### config.mk
export PLATFORM = sky130hd
export DESIGN_NAME = id_inst_queue
export DESIGN_NICKNAME = d
export VERILOG_FILES = /design/src/rtl/id_inst_queue.sv
export SDC_FILE = /design/constraint.sdc
export NUM_CORES = 1
export LEC_CHECK = 0
export BUFFER_PORTS_ARGS = -buffer_cell sky130_fd_sc_hd__buf_2
export CORE_AREA = 2 2 110 192
export DETAILED_ROUTE_END_ITERATION = 8
export DIE_AREA = 0 0 112 194
export GPL_TIMING_DRIVEN = 1
export PLACE_DENSITY_LB_ADDON = 0.1
export SLEW_MARGIN = 10
export SYNTH_ARGS = -nofsm -noshare
export SYNTH_HDL_FRONTEND = slang
export SYNTH_SLANG_ARGS = --single-unit
### constraint.sdc
create_clock -name clk -period 2.66 [get_ports clk]
set_input_delay 0.399 -clock clk [delete_from_list [all_inputs] [get_ports clk]]
set_output_delay 0.399 -clock clk [all_outputs]
set_load 0.05 [all_outputs]
### src/rtl/id_inst_queue.sv
// DEPTH-entry FIFO of {pc, inst} beats between IC fetch and the decoder.
// Flush or taken branch empties the queue and shows nop bubbles to ID.
module id_inst_queue #(
   parameter int DEPTH  = 4,
   parameter int PC_W   = 32,
   parameter int INST_W = 32,
   parameter int BYPASS = 0,
   localparam int CNT_W = $clog2(DEPTH + 1)
) (
   input  logic              clk,
   input  logic              rst,
   input  logic              flush,
   input  logic              br_e,
   input  logic              in_valid,
   output logic              in_ready,
   input  logic [PC_W-1:0]   in_pc,
   input  logic [INST_W-1:0] in_inst,
   output logic              out_valid,
   input  logic              out_ready,
   output logic [PC_W-1:0]   out_pc,
   output logic [INST_W-1:0] out_inst,
   output logic [CNT_W-1:0]  count,
   output logic              stallreq
);

   localparam int PTR_W = $clog2(DEPTH);
   localparam logic [CNT_W-1:0] FULL = CNT_W'(DEPTH);

   logic [PC_W-1:0]   pc_mem   [DEPTH];
   logic [INST_W-1:0] inst_mem [DEPTH];
   logic [PTR_W-1:0]  rd_ptr;
   logic [PTR_W-1:0]  wr_ptr;
   logic              run;
   logic              kill;
   logic              empty;
   logic              pass_now;
   logic              push;
   logic              pop;
   logic              write_en;
   logic              pop_mem;
   logic              valid_raw;

   // Valid/ready: a beat moves on a side only when both valid and ready are high
   // in the same cycle; in_ready drops while full or while the pipe is being killed.
   assign kill     = flush | br_e;
   assign empty    = (count == '0);
   assign pass_now = (BYPASS != 0) && empty;
   assign in_ready = run & (count != FULL) & ~kill;
   assign push     = in_valid & in_ready;

   always_comb begin
      valid_raw = 1'b0;
      if (pass_now) valid_raw = in_valid & run;
      else          valid_raw = ~empty;
   end

   assign out_valid = valid_raw & ~kill;
   assign pop       = out_valid & out_ready;
   // A fall-through beat consumed in the same cycle never touches storage.
   assign write_en  = push & ~(pass_now & pop);
   assign pop_mem   = pop & ~empty;
   assign stallreq  = (count == FULL);

   always_comb begin
      out_pc   = '0;
      out_inst = '0;
      if (out_valid) begin
         if (pass_now) begin
            out_pc   = in_pc;
            out_inst = in_inst;
         end else begin
            out_pc   = pc_mem[rd_ptr];
            out_inst = inst_mem[rd_ptr];
         end
      end
   end

   always_ff @(posedge clk or negedge rst) begin
      if (!rst) begin
         run    <= 1'b0;
         rd_ptr <= '0;
         wr_ptr <= '0;
         count  <= '0;
      end else begin
         run <= 1'b1;
         if (kill) begin
            rd_ptr <= '0;
            wr_ptr <= '0;
            count  <= '0;
         end else begin
            if (write_en) wr_ptr <= wr_ptr + PTR_W'(1);
            if (pop_mem)  rd_ptr <= rd_ptr + PTR_W'(1);
            case ({write_en, pop_mem})
               2'b10:   count <= count + CNT_W'(1);
               2'b01:   count <= count - CNT_W'(1);
               default: count <= count;
            endcase
         end
      end
   end

   always_ff @(posedge clk) begin
      if (write_en) begin
         pc_mem[wr_ptr]   <= in_pc;
         inst_mem[wr_ptr] <= in_inst;
      end
   end

endmodule

Word level (Yosys, flattened, before mapping)
Memory sizes are Yosys's and may differ from the RTL's.
Index checks and enable logic that the tools add are counted.
- register bits: 8
- bits in latches: 0
- RAM bits: 256
- memory bits (read-only): 0
- input port bits: 70
- output and inout bits: 70
- word-level logic and storage cells: 37
- memories: 2
- add/sub/neg operators: 4
- multipliers: 0
- div/mod/pow operators: 0
- order comparisons: 0
- equal/unequal tests: 4
- shift operators: 0
- mux-type cells: 10
- bitwise operators: 9
- reductions and logical operators: 4
- memory list (memory ; words ; width ; read ports ; clocked after Yosys merged registers in ; write ports ; RTL line ; text):
    inst_mem ; 4 ; 32 ; 1 ; 0 ; 1 ; 30 ; logic [INST_W-1:0] inst_mem [DEPTH];
    pc_mem ; 4 ; 32 ; 1 ; 0 ; 1 ; 29 ; logic [PC_W-1:0] pc_mem [DEPTH];
- operators by type and width (cell ; count):
    2-to-1 mux 32 bit ; 2
    2-to-1 mux 2 bit ; 4
    bitwise AND 1 bit ; 6
    one-hot mux 3 bit (2 select lines) ; 1
    adder 2 x 1 -> 2 bit (second input constant) ; 2
    nonzero test 2 bit ; 2
    adder 3 x 1 -> 3 bit (second input constant) ; 1
    equality test 3 bit (second input constant) ; 1
    logical NOT 3 bit ; 1
    2-to-1 mux 3 bit ; 1
    != test 3 bit (second input constant) ; 1
    nonzero test 3 bit ; 1
    subtractor 3 x 1 -> 3 bit (second input constant) ; 1
    equality test 2 x 1 -> 1 bit (second input constant) ; 1
    equality test 2 bit (second input constant) ; 1
    2-to-1 mux 1 bit ; 2
    NOT 1 bit ; 2
    bitwise OR 1 bit ; 1

Longest topological paths before layout
Gate-level depths: netlist (run 1).
- depth after elaboration: 8
- mapped depth: 8
- depth with buffers taken out: 7

Worst setup path after synthesis (run 1)
Ideal clock, no wire load.
- kind: reg-to-reg
- from: register count[1]
- to: memory inst_mem[0][0] (enable)
- setup time: 0.429 ns
- arrival: 2.796 ns
- required time: 2.231 ns
- setup slack: -0.565 ns
- cell stages (with the launch flop): 4
- path buffers: 0
- clock period less this slack: 3.225 ns
- path through: dfrtp_1 nor2_1 a21oi_2 and2_1
- cells in the longest elaborated chain, start to end: 6
- ends and longest elaborated chain (item ; RTL line ; text):
    start, declared ; 22 ; output logic [CNT_W-1:0] count,
    start signal, assigned ; 94 ; 2'b10: count <= count + CNT_W'(1);
    start signal, assigned ; 95 ; 2'b01: count <= count - CNT_W'(1);
    start signal, assigned ; 96 ; default: count <= count;
    != test 3 bit ; 48 ; assign in_ready = run & (count != FULL) & ~kill;
    bitwise AND 1 bit (2 in a row) ; 48 ;
    bitwise AND 1 bit ; 49 ; assign push = in_valid & in_ready;
    2-to-1 mux 1 bit ; 103 ; if (write_en) begin
    2-to-1 mux 1 bit (implied by the code) ; 105 ; inst_mem[wr_ptr] <= in_inst;
    end, declared ; 30 ;
Every way passes these cells.

Worst setup path after layout (run 1)
- from: register rd_ptr[0]
- to: output port out_pc[9]
- cells in the longest elaborated chain, start to end: 2
- ends and longest elaborated chain (item ; RTL line ; text):
    start, declared ; 31 ; logic [PTR_W-1:0] rd_ptr;
    start signal, assigned ; 92 ; if (pop_mem) rd_ptr <= rd_ptr + PTR_W'(1);
    memory (4 x 32 bit) ; -- ;
    2-to-1 mux 32 bit ; 67 ; if (out_valid) begin
    end, declared ; 20 ; output logic [PC_W-1:0] out_pc,
Every way passes these cells.

==> metrics.csv, run 1 <==
stage;metric;value;unit
synth;ys_types;35;
detailed_routing;num_vias;5222;
place;gp_congestion;0.754;
worst_hold_path;worstHoldPathType;input port to flop;
sta;finalCriticalPeriod;2610;ps
die;die_h;194;microns
die;coreArea;0.0202;sq mm
outcome;status;finished clean;
synth;synthXorXnorAreaFrac;0.00340;
sta;final_max_slew_viol_count;0;
clocking;clock_sinks;264;
die;rows;69;
power_and_ir_drop;powerDensity;641;mW/mm^2
sta;grt_setup_unrepaired;yes;
synth;synth-seq-cells;264;
die;die_area;0.0217;sq mm
synth;synthCells;480;
worst_setup_path;endpoint_kind;output pin;
grt;grt_pass1_vias;5704;
grt;grt_start_max_net_pins;40;
sta;fin_tns_setup;0;ps
synth;postSynth.asyncResetShare;0.0303;
clocking;root_buffer;clkbuf_16;
worst_setup_path;path_class;flop to output pin;
clocking;htree_levels;1;
grt;grt_pass1_wl;32.1;mm
worst_setup_path;crit_end;out_pc[9];
worst_setup_path;cp.required;2260;ps
finish;final_nets;723;
power_and_ir_drop;p_comb_frac;0.024;
finish;final_core_util;0.617;
synth;synth_mux_area_frac;0.141;
clocking;clk_pin_slew;70;ps
clocking;numCtsBuffers;24;
die;initial_core_util;0.510;
worst_setup_path;cp.arrival;2210;ps
detailed_routing;remaining_drc_errors;0;
die;die_width;112;microns
detailed_routing;drt_pass1_iterations;5;
place;hpwl;12.9;mm
sta;fin_skew;9.06;ps
power_and_ir_drop;max-vdd-ir-drop;0.000576;V
sta;fin_ws;53.2;ps
synth;synthSimpleGateAreaFrac;0.0544;
place;detailedPlace.worstSlack;390;ps
synth;netlist_area;0.0103;sq mm
worst_setup_path;r2r-start;count[1];
power_and_ir_drop;pwr-share-seq;0.575;
synth;synth_top_family_by_area;multiplexers;
place;port_buffers;139;
detailed_routing;drt-initial-drc-count;318;
detailed_routing;wl_per_cell;23.8;microns
grt;grt_use_total;0.194;
synth;synth_edf_count;256;
sta;finalCritPeriodShare;0.980;
synth;synth_nets;555;
finish;final_common_cell;edfxtp_1;
synth;synth-main-ff-cell;edfxtp_1;
finish;drive_gt1_frac;0.422;
synth;yosys-top-cells-area;edfxtp_1, mux4_2, and3_1;
power_and_ir_drop;leakage;4.54;nW
clocking;cts_tree;built;
worst_hold_path;min_path_cells;1;
power_and_ir_drop;power.switching;0.00152;W
synth;yosys.area.top_type;edfxtp_1;
worst_setup_path;worstRegToRegCells;7;
worst_setup_path;rr_endpoint;count[2];
grt;antenna_found_initial;2;
worst_setup_path;cp-start-kind;flop;
finish;layout_common_cells;edfxtp_1, buf_2, mux4_2, and3_1, clkbuf_16;
clocking;worstSkewPairLatency;510;ps
synth;avgSynthCellArea;21.5;sq um
synth;synth-compound-area-share;0.00741;
worst_setup_path;ff2ff_setup_slack;380;ps
sta;finalHoldViolations;0;
sta;finalSetupViolCount;0;
detailed_routing;routed_wl;21.7;mm
power_and_ir_drop;switching_share;0.191;
synth;ys_seq_area_frac;0.765;
grt;gr-total-overflow;0;
sta;fmax;0.384;GHz
synth;synth_fa_ha_area_frac;0.00680;
finish;area_delta_synth_final;20.9;%
synth;synthDominantCellAreaShare;0.746;
power_and_ir_drop;p_int;0.00646;W
die;io-pin-count;140;
synth;yosysWarnings;0;
detailed_routing;viasPerCell;5.71;
worst_setup_path;crit_start;rd_ptr[0];
clocking;clockBufferDepth;3;
worst_setup_path;crit_fanout;9;
detailed_routing;ant_nets;0;
job;drv_cap;0;
power_and_ir_drop;clkPwrFrac;0.401;
kinds of logic after synthesis:
group	after synthesis
other cells	1
buf+inv	35
flops	264
compound gates	12
mux	65
fa+ha+maj	5
simple gates	94
xor+xnor	4
timing repair:
item / CTS / global route
buffers inserted: 0 / 8
endpoints found under the setup margin: 17 / 62
hold endpoints to repair: 8 / 0
gates cloned: 0 / 5
hold buffers: 1 / 0
gates resized for setup: 1 / 31
flip-flops by register name (all words and copies together), names as in the netlist:
| signal | flops |
|---|---|
| run | 1 |
| count | 3 |
| inst_mem | 128 |
| rd_ptr | 2 |
| pc_mem | 128 |
| wr_ptr | 2 |
critical path, cell delays in order (launching register included):
cell,delay (ps)
dfrtp_4,480
buf_4,150
buf_16,140
mux4_2,510
and3_1,220
buf_4,190
layout make-up:
| cell class | count | area (sq um) |
|---|---|---|
| flip-flops and latches | 264 | 7900 |
| multi-input cells | 181 | 2220 |
| clock buffers | 29 | 641 |
| diodes | 2 | 5.00 |
| inverters | 4 | 15.0 |
| fillers | 1501 | 7740 |
| repair buffers | 173 | 1290 |
| clock inverters | 13 | 86.3 |
| well taps | 248 | 310 |
metal layers:
metal	share of wire	up-vias	track usage
met2	0.57	153	0.371
met5	0	-	0
met4	0.024	0	0.0691
met3	0.047	34	0.0281
li1	-	2324	-
met1	0.36	2711	0.217
through the flow:
stage                     hold slack [ps]  instances  total power [W]  cell area [sq um]
after floorplan                       103        480          0.00474              10300
after global placement                257        856          0.00486              11500
after detailed placement              260        856          0.00487              11500
after CTS                            76.4        899          0.00807              12200
after global routing                 80.9        914          0.00823              12500
final                                95.7        914          0.00798              12500
synthesized netlist by cell type, drive strengths merged, types with 2 or more instances:
library cell	number
buf	16
xor2	3
nand3	5
edfxtp	256
nand2	7
inv	4
dfrtp	8
clkbuf	15
o21ai	4
nor2	6
and2	5
mux4	64
a21oi	3
and3	64
ha	4
o211ai	2
power by group through the flow:
stage / registers [W] / logic, W / clock network (W)
final: 0.00459 / 0.000192 / 0.00320
after global routing: 0.00459 / 0.000212 / 0.00343
after CTS: 0.00459 / 0.000192 / 0.00328
after detailed placement: 0.00468 / 0.000190 / 0
after global placement: 0.00468 / 0.000179 / 0
after floorplan: 0.00468 / 0.0000641 / 0
how the worst min path moves through the flow:
stage / slack (ps) / from / endpoint
6_report: 100 / in_pc[4] / pc_mem[2][4]
5_1_grt: 80 / in_pc[9] / pc_mem[1][9]
4_1_cts: 80 / in_pc[15] / pc_mem[2][15]
3_5_place_dp: 260 / rst / run
3_3_place_gp: 260 / rst / run
2_1_floorplan: 100 / rst / count[0]
No activity file was read; power rests on OpenSTA's default activity.
==> inputs of run 2 (changes only) <==
--- a/config.mk
+++ b/config.mk
@@ -6,9 +6,10 @@
 export NUM_CORES = 1
 export LEC_CHECK = 0
 export BUFFER_PORTS_ARGS = -buffer_cell sky130_fd_sc_hd__buf_2
-export CORE_AREA = 2 2 110 192
+export CORE_AREA = 2 2 108 188
+export CTS_BUF_LIST = sky130_fd_sc_hd__clkbuf_4 sky130_fd_sc_hd__clkbuf_8
 export DETAILED_ROUTE_END_ITERATION = 8
-export DIE_AREA = 0 0 112 194
+export DIE_AREA = 0 0 110 190
 export GPL_TIMING_DRIVEN = 1
 export PLACE_DENSITY_LB_ADDON = 0.1
 export SLEW_MARGIN = 10
==> run 2 against run 1 <==
  * Wire length fell by 4.3%
  * Sequential cell count unchanged
  * Clock skew up 17 ps
==> metrics.csv, run 2 (synthesis results as in run 1) <==
stage;metric;value;unit
detailed_routing;drt_pass1_iterations;4;
sta;finalCritPeriodShare;0.985;
grt;grt_pass1_vias;5726;
worst_hold_path;worstHoldPathType;input port to flop;
finish;layout.area.seq;0.00790;sq mm
place;place_area;0.0115;sq mm
finish;area_delta_synth_final;19.1;%
detailed_routing;ant_nets;0;
grt;grt_pass1_wl;31.5;mm
worst_setup_path;worstRegToRegCells;7;
clocking;clock_sinks;264;
grt;grt_start_max_net_pins;37;
detailed_routing;routed_wl;20.8;mm
worst_hold_path;whs_endpoint;inst_mem[1][2];
job;drv_cap;0;
finish;design_area;0.0123;sq mm
place;hpwl;12.5;mm
die;die_width;110;microns
detailed_routing;wl_per_cell;22.5;microns
outcome;status;finished clean;
grt;gr-total-overflow;0;
worst_setup_path;cp-start-kind;flop;
finish;largest_registers;inst_mem: 128 flops, pc_mem: 128 flops, count: 3 flops;
place;port_buffers;139;
die;die_area;0.0209;sq mm
power_and_ir_drop;switching_share;0.194;
power_and_ir_drop;leakage;4.48;nW
finish;final_nets;726;
power_and_ir_drop;powerDensity;637;mW/mm^2
clocking;cts_tree;built;
finish;nFillCells;1402;
grt;antenna_found_initial;2;
power_and_ir_drop;p_comb_frac;0.024;
worst_setup_path;cp.required;2260;ps
worst_hold_path;min_path_cells;1;
clocking;root_buffer;clkbuf_8;
finish;antenna_cells;0;
sta;grt_setup_unrepaired;yes;
clocking;htree_levels;2;
worst_setup_path;rr_endpoint;count[2];
clocking;clk_pin_slew;60;ps
finish;drive_gt1_frac;0.437;
sta;final_max_slew_viol_count;0;
sta;fin_skew;26.1;ps
finish;final_common_cell;edfxtp_1;
power_and_ir_drop;clkPwrFrac;0.388;
power_and_ir_drop;pwr-share-seq;0.587;
sta;finalCriticalPeriod;2620;ps
grt;grt_use_total;0.204;
worst_setup_path;cp.arrival;2220;ps
detailed_routing;remaining_drc_errors;0;
clocking;clockBufferDepth;3;
die;coreArea;0.0195;sq mm
die;io-pin-count;140;
clocking;numCtsBuffers;38;
worst_setup_path;crit_fanout;13;
worst_setup_path;r2r-start;count[1];
power_and_ir_drop;power.switching;0.00152;W
clocking;worstSkewPairLatency;520;ps
die;initial_core_util;0.529;
die;die_h;190;microns
worst_hold_path;min-delay-start;in_inst[2];
place;dp_cells;852;
power_and_ir_drop;max-vdd-ir-drop;0.000492;V
sta;fin_tns_setup;0;ps
place;gp_congestion;0.727;
detailed_routing;num_vias;5221;
worst_setup_path;ff2ff_setup_slack;390;ps
sta;finalHoldViolations;0;
detailed_routing;drt-initial-drc-count;321;
sta;finalSetupViolCount;0;
worst_setup_path;endpoint_kind;output pin;
finish;multiInputGateArea;0.00222;sq mm
finish;instances_no_fill;923;
die;rows;68;
power_and_ir_drop;p_int;0.00630;W
sta;fmax;0.382;GHz
worst_setup_path;path_class;flop to output pin;
finish;layout_common_cells;edfxtp_1, buf_2, mux4_2, and3_1, clkbuf_8;
detailed_routing;viasPerCell;5.66;
## run 2: cell types whose count changed in the layout (fill, tap and decap cells not counted), sizes merged
cell      delta
diode        -2
clkbuf      +23
buf          -7
clkinv       -2
bufinv       -1
clkinvlp     +1
## run 2: through the flow
stage	utilization	setup WS (ps)	hold slack, ps	total power [W]
6_report	0.630	40.0	93.0	0.00782
5_1_grt	0.630	-48.7	78.0	0.00809
4_1_cts	0.628	-6.95	67.1	0.00790
3_5_place_dp	0.588	241	257	0.00487
3_3_place_gp	0.588	304	254	0.00486
2_1_floorplan	-	122	103	0.00474
## run 2: layout make-up
cell class,count,area share
sequential,264,0.643
multi-input combinational,181,0.181
timing repair buffer,162,0.0898
clock buffer,56,0.0557
tap,245,0.0250
clock inverter,11,0.00398
inverter,4,0.00122
## run 2: worst max path at each step
stage                          end  cells after the start       from
global placement          count[2]                      7   count[1]
global route            out_pc[21]                      4  rd_ptr[0]
finish                 out_inst[4]                      4  rd_ptr[0]
CTS                     out_pc[12]                      4  rd_ptr[0]
floorplan           inst_mem[0][0]                      3   count[1]
detailed placement        count[2]                      7   count[1]
## run 2: timing repair
action / 4_1_cts / 5_1_grt
endpoints found under the setup margin: 64 / 22
hold endpoints to repair: 8 / 0
cloned: 0 / 1
setup buffers: 2 / 0
resized for setup: 4 / 4
hold buffers: 1 / 0
## run 2: worst max-delay path, cell delays in order (launching register included)
cell and delay [ps]:
dfrtp_4 550, buf_12 200, mux4_2 550, and3_1 200, buf_2 210
## run 2: layer usage
metal	up-vias	track usage	part of all wire
met2	155	0.359	0.55
met4	2	0.0691	0.022
met1	2698	0.252	0.38
li1	2333	-	-
met3	33	0.0370	0.049
met5	-	0	0.00034
## run 2: power by group through the flow
stage	clock, W	sequential [W]	combinational (W)
after CTS	0.00312	0.00459	0.000191
final	0.00304	0.00459	0.000189
after global placement	0	0.00468	0.000177
after floorplan	0	0.00468	0.0000641
after detailed placement	0	0.00468	0.000189
after global routing	0.00329	0.00459	0.000208
